==> src/rtl/aes_pkg.sv <==
// Shared AES constants and types: forward S-box, key-schedule round constants,
// round count and the key-expansion state encoding.
`ifndef AES_BLOCK_SIZE
`define AES_BLOCK_SIZE 128
`endif

package aes_pkg;

    localparam int AES_BLOCK_SIZE = `AES_BLOCK_SIZE;
    localparam int AES_ROUNDS     = 10;

    typedef enum logic [1:0] {
        IDLE   = 2'd0,
        EXPAND = 2'd1,
        READY  = 2'd2
    } key_exp_state_t;

    // Round constant for the step that produces round key i (i = 1..10).
    localparam logic [7:0] RCON [1:10] = '{
        8'h01, 8'h02, 8'h04, 8'h08, 8'h10,
        8'h20, 8'h40, 8'h80, 8'h1b, 8'h36
    };

    localparam logic [7:0] SBOX [0:255] = '{
        8'h63, 8'h7c, 8'h77, 8'h7b, 8'hf2, 8'h6b, 8'h6f, 8'hc5, 8'h30, 8'h01, 8'h67, 8'h2b, 8'hfe, 8'hd7, 8'hab, 8'h76,
        8'hca, 8'h82, 8'hc9, 8'h7d, 8'hfa, 8'h59, 8'h47, 8'hf0, 8'had, 8'hd4, 8'ha2, 8'haf, 8'h9c, 8'ha4, 8'h72, 8'hc0,
        8'hb7, 8'hfd, 8'h93, 8'h26, 8'h36, 8'h3f, 8'hf7, 8'hcc, 8'h34, 8'ha5, 8'he5, 8'hf1, 8'h71, 8'hd8, 8'h31, 8'h15,
        8'h04, 8'hc7, 8'h23, 8'hc3, 8'h18, 8'h96, 8'h05, 8'h9a, 8'h07, 8'h12, 8'h80, 8'he2, 8'heb, 8'h27, 8'hb2, 8'h75,
        8'h09, 8'h83, 8'h2c, 8'h1a, 8'h1b, 8'h6e, 8'h5a, 8'ha0, 8'h52, 8'h3b, 8'hd6, 8'hb3, 8'h29, 8'he3, 8'h2f, 8'h84,
        8'h53, 8'hd1, 8'h00, 8'hed, 8'h20, 8'hfc, 8'hb1, 8'h5b, 8'h6a, 8'hcb, 8'hbe, 8'h39, 8'h4a, 8'h4c, 8'h58, 8'hcf,
        8'hd0, 8'hef, 8'haa, 8'hfb, 8'h43, 8'h4d, 8'h33, 8'h85, 8'h45, 8'hf9, 8'h02, 8'h7f, 8'h50, 8'h3c, 8'h9f, 8'ha8,
        8'h51, 8'ha3, 8'h40, 8'h8f, 8'h92, 8'h9d, 8'h38, 8'hf5, 8'hbc, 8'hb6, 8'hda, 8'h21, 8'h10, 8'hff, 8'hf3, 8'hd2,
        8'hcd, 8'h0c, 8'h13, 8'hec, 8'h5f, 8'h97, 8'h44, 8'h17, 8'hc4, 8'ha7, 8'h7e, 8'h3d, 8'h64, 8'h5d, 8'h19, 8'h73,
        8'h60, 8'h81, 8'h4f, 8'hdc, 8'h22, 8'h2a, 8'h90, 8'h88, 8'h46, 8'hee, 8'hb8, 8'h14, 8'hde, 8'h5e, 8'h0b, 8'hdb,
        8'he0, 8'h32, 8'h3a, 8'h0a, 8'h49, 8'h06, 8'h24, 8'h5c, 8'hc2, 8'hd3, 8'hac, 8'h62, 8'h91, 8'h95, 8'he4, 8'h79,
        8'he7, 8'hc8, 8'h37, 8'h6d, 8'h8d, 8'hd5, 8'h4e, 8'ha9, 8'h6c, 8'h56, 8'hf4, 8'hea, 8'h65, 8'h7a, 8'hae, 8'h08,
        8'hba, 8'h78, 8'h25, 8'h2e, 8'h1c, 8'ha6, 8'hb4, 8'hc6, 8'he8, 8'hdd, 8'h74, 8'h1f, 8'h4b, 8'hbd, 8'h8b, 8'h8a,
        8'h70, 8'h3e, 8'hb5, 8'h66, 8'h48, 8'h03, 8'hf6, 8'h0e, 8'h61, 8'h35, 8'h57, 8'hb9, 8'h86, 8'hc1, 8'h1d, 8'h9e,
        8'he1, 8'hf8, 8'h98, 8'h11, 8'h69, 8'hd9, 8'h8e, 8'h94, 8'h9b, 8'h1e, 8'h87, 8'he9, 8'hce, 8'h55, 8'h28, 8'hdf,
        8'h8c, 8'ha1, 8'h89, 8'h0d, 8'hbf, 8'he6, 8'h42, 8'h68, 8'h41, 8'h99, 8'h2d, 8'h0f, 8'hb0, 8'h54, 8'hbb, 8'h16
    };

    function automatic logic [31:0] sub_word(input logic [31:0] w);
        return {SBOX[w[31:24]], SBOX[w[23:16]], SBOX[w[15:8]], SBOX[w[7:0]]};
    endfunction

endpackage

==> src/rtl/aes_key_expand_step.sv <==
// One combinational AES-128 key-schedule step: derives round key i from round
// key i-1 and the round constant for i.
module aes_key_expand_step
    import aes_pkg::*;
(
    input  logic [127:0] Prev_key,
    input  logic [7:0]   Rcon,
    output logic [127:0] Next_key
);

    logic [31:0] w_w0, w_w1, w_w2, w_w3;
    logic [31:0] w_rot, w_t;
    logic [31:0] w_n0, w_n1, w_n2, w_n3;

    assign {w_w0, w_w1, w_w2, w_w3} = Prev_key;

    // RotWord then SubWord on the last word; the round constant lands in the top byte.
    assign w_rot = {w_w3[23:0], w_w3[31:24]};
    assign w_t   = sub_word(w_rot) ^ {Rcon, 24'h000000};

    assign w_n0 = w_w0 ^ w_t;
    assign w_n1 = w_w1 ^ w_n0;
    assign w_n2 = w_w2 ^ w_n1;
    assign w_n3 = w_w3 ^ w_n2;

    assign Next_key = {w_n0, w_n1, w_n2, w_n3};

endmodule

==> src/rtl/aes_key_expansion.sv <==
// Iterative AES-128 key schedule: expands one key into eleven stored round keys
// over ten cycles, then serves any round key by index with one-cycle latency.
module aes_key_expansion
    import aes_pkg::*;
#(
    parameter int ROUNDS = AES_ROUNDS
) (
    input  logic                      Clk,
    input  logic                      Rst,
    input  logic                      Key_valid,
    input  logic [AES_BLOCK_SIZE-1:0] Key,
    output logic                      Key_ready,
    output logic                      Keys_ready,
    input  logic                      Round_req,
    input  logic [3:0]                Round_idx,
    output logic [AES_BLOCK_SIZE-1:0] Round_key,
    output logic                      Round_key_valid
);

    key_exp_state_t r_state;
    key_exp_state_t w_nextState;

    logic [3:0]                r_cnt;
    logic [AES_BLOCK_SIZE-1:0] r_work;
    logic [AES_BLOCK_SIZE-1:0] r_store [0:AES_ROUNDS];
    logic [AES_BLOCK_SIZE-1:0] r_roundKey;
    logic                      r_roundKeyValid;

    logic [AES_BLOCK_SIZE-1:0] w_nextKey;
    logic [7:0]                w_rcon;
    logic                      w_accept;
    logic                      w_readHit;
    logic                      w_lastStep;

    assign w_accept   = Key_valid && Key_ready;
    assign w_readHit  = Round_req && (r_state == READY) && (Round_idx <= 4'(ROUNDS));
    assign w_lastStep = (r_state == EXPAND) && (r_cnt == 4'(ROUNDS));
    assign w_rcon     = (r_cnt >= 4'd1 && r_cnt <= 4'(ROUNDS)) ? RCON[r_cnt] : 8'h00;

    aes_key_expand_step u_step (
        .Prev_key (r_work),
        .Rcon     (w_rcon),
        .Next_key (w_nextKey)
    );

    always_ff @(posedge Clk) begin
        if (Rst) begin
            r_state <= IDLE;
        end else begin
            r_state <= w_nextState;
        end
    end

    always_comb begin
        w_nextState = r_state;
        unique case (r_state)
            IDLE:    if (w_accept)   w_nextState = EXPAND;
            EXPAND:  if (w_lastStep) w_nextState = READY;
            READY:   if (w_accept)   w_nextState = EXPAND;
            default: w_nextState = IDLE;
        endcase
    end

    always_comb begin
        Key_ready  = (r_state != EXPAND);
        Keys_ready = (r_state == READY);
    end

    // Schedule storage is deliberately not reset; it is only readable in READY.
    always_ff @(posedge Clk) begin
        if (w_accept) begin
            r_store[0] <= Key;
            r_work     <= Key;
        end else if (r_state == EXPAND) begin
            r_store[r_cnt] <= w_nextKey;
            r_work         <= w_nextKey;
        end
    end

    always_ff @(posedge Clk) begin
        if (Rst) begin
            r_cnt <= 4'd0;
        end else if (w_accept) begin
            r_cnt <= 4'd1;
        end else if (w_lastStep) begin
            r_cnt <= 4'd0;
        end else if (r_state == EXPAND) begin
            r_cnt <= r_cnt + 4'd1;
        end
    end

    // A read in the same cycle as a rekey still sees the old schedule.
    always_ff @(posedge Clk) begin
        if (Rst) begin
            r_roundKey      <= '0;
            r_roundKeyValid <= 1'b0;
        end else begin
            r_roundKeyValid <= w_readHit;
            if (w_readHit) begin
                r_roundKey <= r_store[Round_idx];
            end
        end
    end

    assign Round_key       = r_roundKey;
    assign Round_key_valid = r_roundKeyValid;

endmodule

==> config.mk <==
export PLATFORM = sky130hd
export DESIGN_NAME = aes_key_expansion
export DESIGN_NICKNAME = d
export VERILOG_FILES = /design/src/rtl/aes_pkg.sv /design/src/rtl/aes_key_expand_step.sv /design/src/rtl/aes_key_expansion.sv
export SDC_FILE = /design/constraint.sdc
export NUM_CORES = 2
export LEC_CHECK = 0
export BUFFER_PORTS_ARGS = -buffer_cell sky130_fd_sc_hd__buf_4
export CORE_MARGIN = 10
export CORE_UTILIZATION = 40
export CTS_BUF_LIST = sky130_fd_sc_hd__clkbuf_4
export DETAILED_ROUTE_END_ITERATION = 7
export GPL_TIMING_DRIVEN = 1
export PLACE_DENSITY = 0.59
export SLEW_MARGIN = 20
export SYNTH_ARGS = -nofsm -noshare
export SYNTH_HDL_FRONTEND = slang
export SYNTH_SLANG_ARGS = --single-unit
==> constraint.sdc <==
create_clock -name Clk -period 19.6 [get_ports Clk]
set_input_delay 0.98 -clock Clk [delete_from_list [all_inputs] [get_ports Clk]]
set_output_delay 0.98 -clock Clk [all_outputs]
set_load 0.03 [all_outputs]
**Word-level counts from Yosys, hierarchy flattened**

Memories as Yosys holds them, arrays and structs flattened. A register that Yosys moved wholly into a read port is not among the register bits.
Index checks and enable logic that the tools add are counted.

- Register bits: 135
- Bits in latches: 0
- Bits in writable memories: 1408
- Bits in read-only memories: 8320
- Input port bits: 136
- Output and inout port bits: 131
- Word-level logic and storage cells: 75
- Memories: 6

- $add $sub $neg: 1
- Multipliers: 0
- Divide/modulo/power cells: 0
- Order comparisons: 8
- Equal/unequal tests: 6
- Shift-type cells: 0
- Multiplexer cells: 27
- Bitwise gates (word level): 10
- Reduce and logical (&&, ||, !) cells: 12

Memory list:

| name | words | bits a word | rd ports | clocked after Yosys merged registers in | wr ports | line | RTL |
|---|---|---|---|---|---|---|---|
| (name not given) | 256 | 8 | 1 | 0 | 0 | aes_pkg.sv:44 | `return {SBOX[w[31:24]], SBOX[w[23:16]], SBOX[w[15:8]], SBOX[w[7:0]]};` |
| (name not given) | 256 | 8 | 1 | 0 | 0 | aes_pkg.sv:44 |  |
| (name not given) | 256 | 8 | 1 | 0 | 0 | aes_pkg.sv:44 |  |
| (name not given) | 256 | 8 | 1 | 0 | 0 | aes_pkg.sv:44 |  |
| r_store | 11 | 128 | 1 | 1 | 1 | aes_key_expansion.sv:25 | `logic [AES_BLOCK_SIZE-1:0] r_store [0:AES_ROUNDS];` |
| (name not given) | 16 | 8 | 1 | 0 | 0 | aes_key_expansion.sv:38 | `assign w_rcon = (r_cnt >= 4'd1 && r_cnt <= 4'(ROUNDS)) ? RCON[r_cnt] : 8'h00;` |

Operator list:

| operator | count |
|---|---|
| $mux 128 | 3 |
| $xor 32x32->32 | 5 |
| $reduce_or 128->1 | 1 |
| $mux 8 | 11 |
| $ge 9x9->1 const B | 4 |
| $not 8->9 | 4 |
| $mux 1 | 9 |
| $le 4x4->1 const B | 2 |
| $ge 5x5->1 const B | 1 |
| $logic_and 1x1->1 | 5 |
| $not 4->5 | 1 |
| $add 4x1->4 const B | 1 |
| $eq 4x4->1 const B | 1 |
| $ge 4x1->1 const B | 1 |
| $mux 2 | 2 |
| $mux 4 | 1 |
| $ne 2x1->1 const B | 2 |
| $pmux 2 s2 | 1 |
| $reduce_bool 3->1 | 1 |
| $reduce_or 3->1 | 1 |
| $eq 2x1->1 const B | 1 |
| $eq 2x2->1 const B | 1 |
| $logic_not 2->1 | 1 |
| $ne 2x2->1 const B | 1 |
| other kinds (3) | 3 |

**Depth between registers and ports, before layout**

- Depth after elaboration: 12
- Gate-level depth with buffers: 16

**Cells and area by module**

Synthesis repeated with hierarchy kept, for this count alone.

- Cells, all modules: 6471
- Area, all modules: 82270.2 um^2

By module, submodules not included:

| module | instances | cells each | area an instance (um^2) |
|---|---|---|---|
| aes_key_expansion | 1 | 4061 | 65728.0 |
| aes_key_expand_step | 1 | 2410 | 16542.1 |

**Worst setup path after synthesis**

Ideal clock, no wire load.

- Kind: flip-flop to flip-flop
- Start point: register r_state[0]
- End point: memory r_store[4][0] in the netlist's numbering, enable pin
- Data arrival time: 13.139 ns
- Required time: 18.671 ns
- Path slack: 5.532 ns
- Stages on the path, launching flop included: 6
- Path through: dfxtp_1 > nor2b_1 > clkbuf_1 > buf_1 > nand2_1 > nor4_1

- Longest elaborated chain between the ends: 6
- Elaborated cells on any way between the ends: 11
- Those cells by class: eq/ne: 2; mux: 7; reduce/logical: 2

RTL lines:

| item | line | RTL |
|---|---|---|
| start: declaration | aes_key_expansion.sv:20 | `key_exp_state_t r_state;` |
| start signal: assignment | aes_key_expansion.sv:50 | `r_state <= w_nextState;` |
| $eq 2x1->1 or $ne 2x1->1 (tied branches) | aes_key_expansion.sv:74, aes_key_expansion.sv:65 |  |
| $mux 1 or $logic_and 1x1->1 (tied branches) | aes_key_expansion.sv:74, aes_key_expansion.sv:35 |  |
| $mux 1 | aes_key_expansion.sv:71 | `if (w_accept) begin` |
| $mux 1 (not written as such) | aes_key_expansion.sv:75 | `r_store[r_cnt] <= w_nextKey;` |
| $reduce_or 128->1 (no source line) | n/a |  |
| $mux 4 (no source line) or $mux 1 (tied branches) | n/a |  |
| end: declaration | aes_key_expansion.sv:25 |  |

Parallel ways exist; a longest one is shown, timed or not.

**Worst setup path in the final report**

- Start point: register r_work[9]
- End point: memory r_store[2][51] in the netlist's numbering, data pin

- Longest elaborated chain between the ends: 9

RTL lines:

| item | line | RTL |
|---|---|---|
| start: declaration | aes_key_expansion.sv:24 | `logic [AES_BLOCK_SIZE-1:0] r_work;` |
| start signal: assignment | aes_key_expansion.sv:73 | `r_work <= Key;` |
| start signal: assignment | aes_key_expansion.sv:76 | `r_work <= w_nextKey;` |
| $not 8->9 (not written as such) | aes_pkg.sv:44 |  |
| $mem_v2 256x8 | n/a |  |
| $mux 8 (not written as such) (2 in series) | aes_pkg.sv:44 |  |
| $xor 32x32->32 | aes_key_expand_step.sv:19 | `assign w_t = sub_word(w_rot) ^ {Rcon, 24'h000000};` |
| $xor 32x32->32 | aes_key_expand_step.sv:21 | `assign w_n0 = w_w0 ^ w_t;` |
| $xor 32x32->32 | aes_key_expand_step.sv:22 | `assign w_n1 = w_w1 ^ w_n0;` |
| $xor 32x32->32 | aes_key_expand_step.sv:23 | `assign w_n2 = w_w2 ^ w_n1;` |
| $mux 128 (no source line) | n/a |  |

No other way between the ends. The select of a mux whose other input is x is not followed.

==> impl_metrics.toml <==
[run_status]
status = "finished clean"

[worst_setup_path]
r2r_slack_ps = 13930
timing.rr.end = "r_store[2][51]"
reg2regPathDepth = 12
worstReg2RegStart = "r_work[9]"
end_kind = "flop"
critical_path_class = "flop to flop"
critPathMaxStageDelay_ps = 1070
crit_fanout = 41
path_cells = "buf_4 -> inv_1 -> ha_1 -> nor2_1 -> or3_1 -> a311oi_1 -> nor3_1 -> mux4_2 -> xnor2_2 -> xor2_2 -> xor2_1 -> o21ai_0"
required_ps = 20540
path_buf_inv = 2
path_delay_family = "adder cells"
crit_arrival_ps = 6600
crit_slowest_cell = "ha_1"
start_kind = "flop"

[run]
drv_cap = 0

[yosys]
yosysWarnings = 0
netlist.area_leader.share_pct = 56.8
synthCells = 6325
synth_edf_count = 1536
synth.area.top_cells = "edfxtp_1 57%, mux4_2 7.6%, dfxtp_1 3.3%"
synthArstFlopShare_pct = 0
ys.flop_type = "edfxtp_1"
ys_types = 99
synth_most_common_cell = "edfxtp_1"
yosysSeqAreaShare_pct = 60.1
netlist_top_cells_count = "1536 x edfxtp_1, 504 x a21oi_1, 485 x nor2_1"
ys_ff_latch = 1671
yosysTopAreaCell = "edfxtp_1"
syn_area_per_cell_sq_um = 12.8
postSynthNetCount = 6528
syn_area_sq_mm = 0.0813

[floorplanning]
initial_core_util_pct = 40.2
core_sq_mm = 0.202
die_x_um = 471
ios = 267
rows = 165
die-area_sq_mm = 0.222
die_y_um = 471

[clocking]
clk-insertion-delay-late_ps = 1340
postCtsResizedCells = 0
cts_made_buffers = 419
cts_buffer_depth = 4
postCtsHoldBufs = 123
cts_max_level = 5
post-cts-setup-buffers = 0
cts_tree = "done"
clk_pin_slew_ps = 70
clockRootBuffer = "clkbuf_4"
cts_num_sinks = 1671

[sta]
timing.slew.headroom_pct = 21.6
fmaxAchievable_mhz = 176
period_needed_ps = 5670
tightestPinTransition_ps = 1160
whs_ps = 171
finalHoldViolations = 0
setup-tns-final_ps = 0
slew_violations = 0
setup_viol = 0
fin_crit_sh_pct = 28.9
rsz0062_at_grt = "false"
fin_worst_skew_ps = 161

[grt]
grtUsageTotal_pct = 24.5
antenna_found_initial = 29
globalRouteOverflowTotal = 0
grt_start_max_net_pins = 152
grt_pass1_wl_um = 406000
grt_pass1_vias = 57400

[layout]
fin_nets = 6993
layout-drive-gt1-share_pct = 21.6
layout.cells.non_filler = 9820
syn2layout_area_growth_pct = 14.1
stdcell_area_sq_mm = 0.0927

[hold_path]
whs_path_depth = 3
whs_endpoint = "r_work[112]"
hp-start = "Key[112]"
hp-class = "input pin to flop"

[drt]
drtAntennaViolNets = 0
drt_iter0_markers = 7109
wl_um = 282000
drt_pre_antenna_iters = 7
viasPerCell = 6.02
route.detailed.drc = 0
wl_per_cell_um = 28.7
via_count = 59100

[placed_design]
port_buffers = 266
dp_cells = 8917
place_congestion = 0.995
detailed_place.area_sq_mm = 0.0861
dpl.hpwl_um = 177000

[power]
p_leak_nw = 31.8
max-vdd-ir-drop_mv = 0.112
p_per_area_mw_per_mm2 = 162
[worst max path at each step]
stage               startpoint              end  slack [ps]  depth (start not counted)
global placement     r_work[9]  r_store[10][18]       13890                         12
CTS                  r_work[9]   r_store[4][18]       13800                         12
detailed placement   r_work[9]  r_store[10][18]       13880                         12
floorplan           r_state[0]    r_store[4][0]        5530                          5
finish               r_work[9]   r_store[2][51]       13930                         12
global route         r_work[9]   r_store[1][51]       13650                         12
[final cells by class]
class	instances	area, sq um
Fill cell	18300	109000
Sequential cell	1671	48800
Timing Repair Buffer	603	4990
Tap cell	2672	3340
Antenna cell	30	75.1
Multi-Input combinational cell	4042	29900
Clock buffer	637	4780
Clock inverter	112	571
Inverter	53	206
[registers in the layout (all words and copies together), names as in the netlist]
name,flops
r_store,1408
Round_key,128
r_work,128
r_cnt,4
r_state,2
Round_key_valid,1
[per-layer routing]
metal | up-vias | share of wire [%] | routed length [um] | track usage [%]
li1 | 25800 | - | - | -
met1 | 29800 | 41 | 116000 | 32.8
met2 | 2955 | 46 | 128000 | 37.9
met3 | 591 | 8.5 | 24100 | 5.73
met4 | 6 | 4.7 | 13200 | 10.7
met5 | - | 0.014 | 40 | 0
[cells in the final DEF (no fill, tap or decap), types with 98 or more instances in the layout]
master and count:
a211oi_1 300, a21oi_1 503, buf_4 465, clkbuf_4 637
clkinv_1 99, dfxtp_1 135, dlygate4sd3_1 123, edfxtp_1 1536
mux2i_1 168, mux4_2 275, nand2_1 406, nand2b_1 110
nand3_1 98, nor2_1 478, nor2b_1 231, o21ai_0 318
[cell families (layout without fill, tap and decap cells)]
logic type                 Yosys count  in the layout  share of synthesized area, %
DFF                               1671           1671                          60.1
xor gates and xnor gates           171            171                          2.33
and+or+nand+nor                   1635           1635                          9.72
adders and majority gates           67             67                          1.03
AOI/OAI and AO/OA                 1708           1708                          13.6
buffers and inverters              612           1405                          3.25
other                                0             30                             0
muxes                              461            461                          9.94
[tightest hold or removal path, delay by kind of cell]
kind	cells	cell delay, ps
buffers and inverters	1	120
AO/OA/AOI/OAI	1	120
AND/OR/NAND/NOR	1	50
[report_power, final]
group	switching (mW)	total [mW]	internal, mW	leakage (nW)
Combinational	4.87	7.14	2.27	13.4
Clock	1.39	2.93	1.54	3.20
Sequential	0.160	4.94	4.78	15.2
Total	6.42	15.0	8.59	31.8
[stage by stage]
stage / power, mW / worst slack [ps] / util [%]
finish: 15.0 / 13930 / 45.9
global placement: 11.9 / 13890 / 42.6
CTS: 14.9 / 13800 / 45.8
global route: 15.7 / 13650 / 45.9
floorplan: 9.42 / 5530 / -
detailed placement: 11.9 / 13880 / 42.6
Note: power is estimated with default switching activity, not from simulation.
